### config.mk
export PLATFORM = sky130hd
export DESIGN_NAME = pipeline_hazard_ctrl
export DESIGN_NICKNAME = d
export VERILOG_FILES = /design/src/rtl/hazard_pkg.sv /design/src/rtl/sat_counter.sv /design/src/rtl/pipeline_hazard_ctrl.sv
export SDC_FILE = /design/constraint.sdc
export NUM_CORES = 1
export LEC_CHECK = 0
export ABC_AREA = 1
export CAP_MARGIN = 5
export CORE_UTILIZATION = 50
export CTS_CLUSTER_DIAMETER = 80
export DETAILED_ROUTE_END_ITERATION = 10
export PLACE_DENSITY = 0.8
export SLEW_MARGIN = 30
export SYNTH_ARGS = -nofsm -noshare
export SYNTH_HDL_FRONTEND = slang
export SYNTH_SLANG_ARGS = --single-unit
### constraint.sdc
create_clock -name clk -period 3.66 [get_ports clk]
set_input_delay 0.732 -clock clk [delete_from_list [all_inputs] [get_ports clk]]
set_output_delay 0.732 -clock clk [all_outputs]
set_load 0.01 [all_outputs]
### src/rtl/hazard_pkg.sv
// Shared encodings for the pipeline stall/flush sequencer.
// Stage-register control codes and controller state.
package hazard_pkg;

  localparam logic [1:0] FS_RUN   = 2'b00;
  localparam logic [1:0] FS_STALL = 2'b01;
  localparam logic [1:0] FS_FLUSH = 2'b10;

  typedef enum logic [1:0] {
    HZ_RUN,
    HZ_MEM_WAIT,
    HZ_REDIRECT
  } hz_state_t;

endpackage

### src/rtl/sat_counter.sv
// Saturating up-counter used for stall/flush perf monitoring.
// Sticks at all-ones; cleared only by the synchronous clear.
module sat_counter #(
  parameter int W = 32
) (
  input  logic         clk,
  input  logic         clear_i,
  input  logic         inc_i,
  output logic [W-1:0] cnt_o
);

  logic [W-1:0] cnt_q, cnt_d;

  always_comb begin
    cnt_d = cnt_q;
    if (inc_i && (cnt_q != '1)) cnt_d = cnt_q + 1'b1;
  end

  always_ff @(posedge clk) begin
    if (clear_i) cnt_q <= '0;
    else         cnt_q <= cnt_d;
  end

  assign cnt_o = cnt_q;

endmodule

### src/rtl/pipeline_hazard_ctrl.sv
// Stall/flush sequencer for the 5-stage pipeline: load-use,
// memory wait handshakes and MEM-stage branch redirects.
module pipeline_hazard_ctrl
  import hazard_pkg::*;
#(
  parameter int CNT_WIDTH = 32
) (
  input  logic                 clk,
  input  logic                 reset,
  input  logic [4:0]           id_rs1_addr,
  input  logic [4:0]           id_rs2_addr,
  input  logic [4:0]           ex_rd_addr,
  input  logic                 ex_MemRead,
  input  logic                 if_req,
  input  logic                 if_ack,
  input  logic                 mem_req,
  input  logic                 mem_ack,
  input  logic                 branch_taken,
  output logic                 pc_stall,
  output logic                 pc_load,
  output logic [1:0]           ifid_fs,
  output logic [1:0]           idex_fs,
  output logic [1:0]           exmem_fs,
  output logic [1:0]           memwb_fs,
  output logic [CNT_WIDTH-1:0] stall_cnt,
  output logic [CNT_WIDTH-1:0] flush_cnt
);

  hz_state_t state_q, state_d;
  logic      dwait, fwait, lu;
  logic      flush_any;

  assign dwait = mem_req & ~mem_ack;
  assign fwait = if_req & ~if_ack;
  assign lu    = ex_MemRead & (ex_rd_addr != 5'd0) &
                 ((ex_rd_addr == id_rs1_addr) |
                  (ex_rd_addr == id_rs2_addr));

  always_comb begin
    state_d  = state_q;
    pc_stall = 1'b0;
    pc_load  = 1'b0;
    ifid_fs  = FS_RUN;
    idex_fs  = FS_RUN;
    exmem_fs = FS_RUN;
    memwb_fs = FS_RUN;
    if (reset) begin
      state_d = HZ_RUN;
    end else if (dwait) begin
      pc_stall = 1'b1;
      ifid_fs  = FS_STALL;
      idex_fs  = FS_STALL;
      exmem_fs = FS_STALL;
      memwb_fs = FS_FLUSH;
      // A pending redirect survives a data wait.
      if (state_q != HZ_REDIRECT) state_d = HZ_MEM_WAIT;
    end else if (state_q == HZ_REDIRECT) begin
      ifid_fs = FS_FLUSH;
      if (if_ack) begin
        pc_load = 1'b1;
        state_d = HZ_RUN;
      end else begin
        pc_stall = 1'b1;
      end
    end else begin
      state_d = HZ_RUN;
      if (branch_taken) begin
        ifid_fs  = FS_FLUSH;
        idex_fs  = FS_FLUSH;
        exmem_fs = FS_FLUSH;
        if (fwait) begin
          pc_stall = 1'b1;
          state_d  = HZ_REDIRECT;
        end else begin
          pc_load = 1'b1;
        end
      end else if (lu) begin
        pc_stall = 1'b1;
        ifid_fs  = FS_STALL;
        idex_fs  = FS_FLUSH;
      end else if (fwait) begin
        pc_stall = 1'b1;
        ifid_fs  = FS_FLUSH;
      end
    end
  end

  always_ff @(posedge clk) begin
    if (reset) state_q <= HZ_RUN;
    else       state_q <= state_d;
  end

  assign flush_any = ifid_fs[1] | idex_fs[1] |
                     exmem_fs[1] | memwb_fs[1];

  sat_counter #(.W(CNT_WIDTH)) u_stall_cnt (
    .clk     (clk),
    .clear_i (reset),
    .inc_i   (pc_stall),
    .cnt_o   (stall_cnt)
  );

  sat_counter #(.W(CNT_WIDTH)) u_flush_cnt (
    .clk     (clk),
    .clear_i (reset),
    .inc_i   (flush_any),
    .cnt_o   (flush_cnt)
  );

  // A frozen or redirecting MEM stage cannot resolve a branch.
  ap_branch_legal: assert property (
    @(posedge clk) disable iff (reset)
    branch_taken |-> (state_q == HZ_RUN && !dwait));

  ap_pc_excl: assert property (
    @(posedge clk) !(pc_load && pc_stall));

  ap_fs_legal: assert property (
    @(posedge clk) (ifid_fs != 2'b11) && (idex_fs != 2'b11) &&
    (exmem_fs != 2'b11) && (memwb_fs != 2'b11));

endmodule

# After elaboration in Yosys (flattened, before gate mapping)
# Index checks and enable logic that the tools add are counted.
# totals
ff_bits	66
latch_bits	0
ramBits	0
romBits	0
input_bits	23
output_inout_bits	74
elab_cells	62
n_memories	0
# classes
addsub	2
mul	0
div_mod_pow	0
n_lt_le_gt_ge	0
eq_ne	8
shifts	0
mux	35
bitwise_logic	10
reduce_logical	4
# op_table
op	count
$add 32x1->32 const B	2
$ne 32x32->1 const B	2
$mux 2	22
$mux 1	13
$eq 5x5->1	2
$reduce_bool 5->1	1
$and 1x1->1	4
$or 1x1->1	4
$ne 3x3->1 const B	1
$eq 2x2->1 const B	1
$logic_and 1x1->1	2
$ne 2x1->1 const B	1
$ne 2x2->1 const B	1
$not 1->1	2
$reduce_and 2->1	1

# Logic depth before layout (Yosys ltp)
# logic_depth
word_depth	12
ltp_mapped	14

# Cells and area by module
# A second synthesis with hierarchy kept.
# unflattened
hier_cells	739
area_unflattened_um2	4555.6
# modules_own_cells
module	instances	cells_each	area_per_inst_um2
sat_counter	2	324	2062.0
pipeline_hazard_ctrl	1	91	431.7

# Worst setup path after synthesis
# OpenSTA, ideal clock, no wires.
# synth_path
path_type	input-to-output
from	input ex_rd_addr[2]
to	output pc_stall
t_arrival_ns	1.754
required_time_ns	2.928
slack_ns	1.174
path_stages	10
cell_sequence	inv_1 -> nand2_1 -> nand2_1 -> nor2_1 -> nand3_1 -> nand2_1 -> nand3_1 -> nand3_1 -> and2_0 -> buf_4
# synth_via
elab_chain_cells	8
word_cells_on_any_way	11
# synth_rtl
item	line_no	source
start, declared	pipeline_hazard_ctrl.sv:12	input logic [4:0] ex_rd_addr,
$eq 5x5->1 (tied with other cells)	pipeline_hazard_ctrl.sv:36	((ex_rd_addr == id_rs1_addr) |
$or 1x1->1 / $and 1x1->1 (equally long branches)	pipeline_hazard_ctrl.sv:36, pipeline_hazard_ctrl.sv:35	
$and 1x1->1 (*)	pipeline_hazard_ctrl.sv:35	assign lu = ex_MemRead & (ex_rd_addr != 5'd0) &
$mux 1 (*)	pipeline_hazard_ctrl.sv:77	end else if (lu) begin
$mux 1 (*)	pipeline_hazard_ctrl.sv:67	if (branch_taken) begin
$mux 1 (*)	pipeline_hazard_ctrl.sv:57	end else if (state_q == HZ_REDIRECT) begin
$mux 1 (*)	pipeline_hazard_ctrl.sv:49	end else if (dwait) begin
$mux 1 (*)	pipeline_hazard_ctrl.sv:47	if (reset) begin
end, declared	pipeline_hazard_ctrl.sv:19	output logic pc_stall,
# Mark *: on every way between the ends. The rest lies on a longest branch, timed or not.

# Worst setup path in the final report
# layout_path
from	input ex_rd_addr[3]
to	output pc_stall
# Same word-level chain as after synthesis.

==> impl_metrics.ini <==
[global_routing]
antenna_found_initial = 0
grt_pass1_vias = 4270
grt_start_max_net_pins = 67
gr-usage-all-layers = 0.307
grt_overflow = 0
grt_pass1_wl_um = 21800

[route]
via_per_inst = 5.61
ant_nets = 0
drt-initial-drc-count = 337
drt_wl_total_um = 13400
dr.pass1.iters = 5
num_vias = 4868
post_drt_wl_per_cell_um = 15.5
drc_errors = 0

[setup_path]
ff2ff_path_depth = 11
crit_slowest_cell = clkdlybuf4s50_1
cp-end-kind = output port
crit_type = input port to output port
cp-start-kind = input port
required_ps = 2930
path_buf_inv = 3
path_delay_family = buffers and inverters
path_max_fanout = 3
path_cells = clkdlybuf4s50_1 > inv_1 > nand2_1 > nand2_1 > nor2_1 > nand3_1 > nand2_1 > nand3_1 > nand3_1 > and2_0 > clkdlybuf4s50_1
critPathMaxStageDelay_ps = 550
cp.arrival_ps = 2710
cp.depth = 11

[clock_network]
root_buffer = clkbuf_8
cts_tree = yes
clk_pin_slew_ps = 70
cts_setup_buffers = 0
cts.sinks = 66
cts_buffer_depth = 2
worstSkewPairLatency_ps = 340
postCtsResizedCells = 0
numCtsBuffers = 9
holdBufCountCts = 0
h-tree-depth = 3

[placement]
place.gp.congestion = 0.967
dp_slack_ps = 263
io_buffer_count = 95
place_area_um2 = 5330
dp_hpwl_um = 9760

[synth]
syn_nets = 701
avgSynthCellArea_um2 = 6.46
syn_area_um2 = 4370
synth_cell_types = 30
syn_inst = 676
ys_seq_area_frac = 0.302
ys_warn_count = 0
ys_seq_elements = 66

[sta]
finalSetupViolCount = 0
rsz0062_at_grt = no
hold_violations = 0
skew_ps = 11.2
setup-tns-final_ps = 0
report.final.slew_viol_count = 0
tightest_slew_ps = 767
fmaxAchievable_ghz = 0.290
finalWorstSetupSlack_ps = 218
period_minus_slack_ps = 3440
post-route-period-util = 0.941
hold_ws_ps = 511
relSlewSlack = 0.484

[die]
die-area_um2 = 9120
io_pins = 97
rows = 33
fp.dieW_um = 95.5
core_um2 = 8340
die_h_um = 95.5
initial_core_util = 0.524

[min_path]
min_path_cells = 2
hold_path_class = flip-flop to flip-flop

[layout]
area_delta_synth_final_pct = 26.7
final_nets = 784
design_area_um2 = 5540
diodes = 0
drive_above_1_share = 0.0406
fin_util = 0.664

[status]
status = finished clean

[power_and_ir_drop]
power.leakage_nw = 1.96
worst_ir_drop_vdd_uv = 213
p_per_area_nw_per_um2 = 278

[flow_run]
drv_cap = 0
## kinds of logic (layout without fill, tap and decap cells)
| group | Yosys count | after routing | share of synthesized area |
|---|---|---|---|
| fa+ha+maj | 2 | 2 | 0.00573 |
| flops | 66 | 66 | 0.302 |
| xor+xnor | 60 | 60 | 0.120 |
| other cells | 1 | 1 | 0.000858 |
| compound gates | 70 | 70 | 0.0805 |
| buf+inv | 85 | 172 | 0.0859 |
| simple gates | 392 | 392 | 0.404 |
## report_power, final
group / total [W] / switching [W] / internal [W]
Clock: 0.000646 / 0.000280 / 0.000367
Combinational: 0.000165 / 0.000102 / 0.0000626
Sequential: 0.000729 / 0.00000634 / 0.000723
## routing by layer
metal | wire, µm | vias up | share of wire | global-route usage
li1 | - | 2405 | - | -
met1 | 6620 | 2264 | 0.49 | 0.465
met2 | 5820 | 188 | 0.43 | 0.454
met3 | 880 | 11 | 0.065 | 0.0343
met4 | 127 | 0 | 0.0094 | 0.0858
met5 | 0 | - | 0 | 0
## through the flow
stage          power (W)  std cells
2_1_floorplan   0.000845        676
3_3_place_gp    0.000905        853
3_5_place_dp    0.000909        853
4_1_cts          0.00155        868
5_1_grt          0.00159        868
6_report         0.00154        868
## placed cells by master (no fill, tap or decap), types with 2 or more instances in the layout
master / synthesis / routed
a21oi_1: 66 / 66
buf_4: 8 / 8
clkbuf_8: 0 / 12
clkdlybuf4s50_1: 0 / 94
dfxtp_1: 66 / 66
ha_1: 2 / 2
inv_1: 54 / 54
nand2_1: 179 / 179
nand2_2: 2 / 2
nand3_1: 61 / 61
nand4_1: 42 / 42
nor2_1: 64 / 64
nor3_1: 27 / 27
nor3b_1: 2 / 2
nor4_1: 7 / 7
o21ai_0: 3 / 3
xnor2_1: 19 / 19
xor2_1: 41 / 41
## registers in the layout, indices dropped and copies added, names as in the netlist
signal / count
state_q: 2
u_flush_cnt.cnt_o: 32
u_stall_cnt.cnt_o: 32
## area by class of cell
type                    count  area [µm²]
clock buffers              13         169
flip-flops and latches     66        1320
well taps                 105         131
repair buffers            103        1010
fillers                   783        2800
multi-input cells         525        2670
clock inverters             2        35.0
inverters                  54         203
## synthesized netlist by cell type
cell,count,area (µm²)
nand3_1,61,305
buf_6,3,33.8
nor4_2,1,12.5
a21oi_1,66,330
dfxtp_1,66,1320
xor2_1,41,359
a31oi_1,1,6.26
inv_1,54,203
nand4_1,42,263
nor2_2,1,6.26
nand3_4,1,17.5
nor2_4,1,11.3
buf_1,3,11.3
nor2_1,64,240
xnor2_1,19,166
nand3_2,1,10.0
buf_4,8,60.1
nor4_1,7,43.8
conb_1,1,3.75
nand2_1,179,672
clkbuf_1,14,52.6
nor3_1,27,135
o21ai_0,3,15.0
nor3_2,1,10.0
and2_0,1,6.26
nor3b_1,2,15.0
nand2_2,2,12.5
buf_2,3,15.0
ha_1,2,25.0
and3_1,1,6.26
## worst min-delay path: cells and delay by family (launching register included)
family	cells	cell delay [ps]
compound gates	1	60
simple gates	1	70
flops	1	330
## path summary, 6_finish.rpt
check | start | endpoint | slack (ps)
worst min-delay path | u_flush_cnt.cnt_o[31]$_SDFFE_PP0P_ | u_flush_cnt.cnt_o[31]$_SDFFE_PP0P_ | 510
worst max register to register | u_flush_cnt.cnt_o[0]$_SDFFE_PP0P_ | u_flush_cnt.cnt_o[31]$_SDFFE_PP0P_ | 1120
worst min register to register | u_flush_cnt.cnt_o[31]$_SDFFE_PP0P_ | u_flush_cnt.cnt_o[31]$_SDFFE_PP0P_ | 510
worst max-delay path | ex_rd_addr[3] | pc_stall | 220
Power figures use the tool's default switching activity.
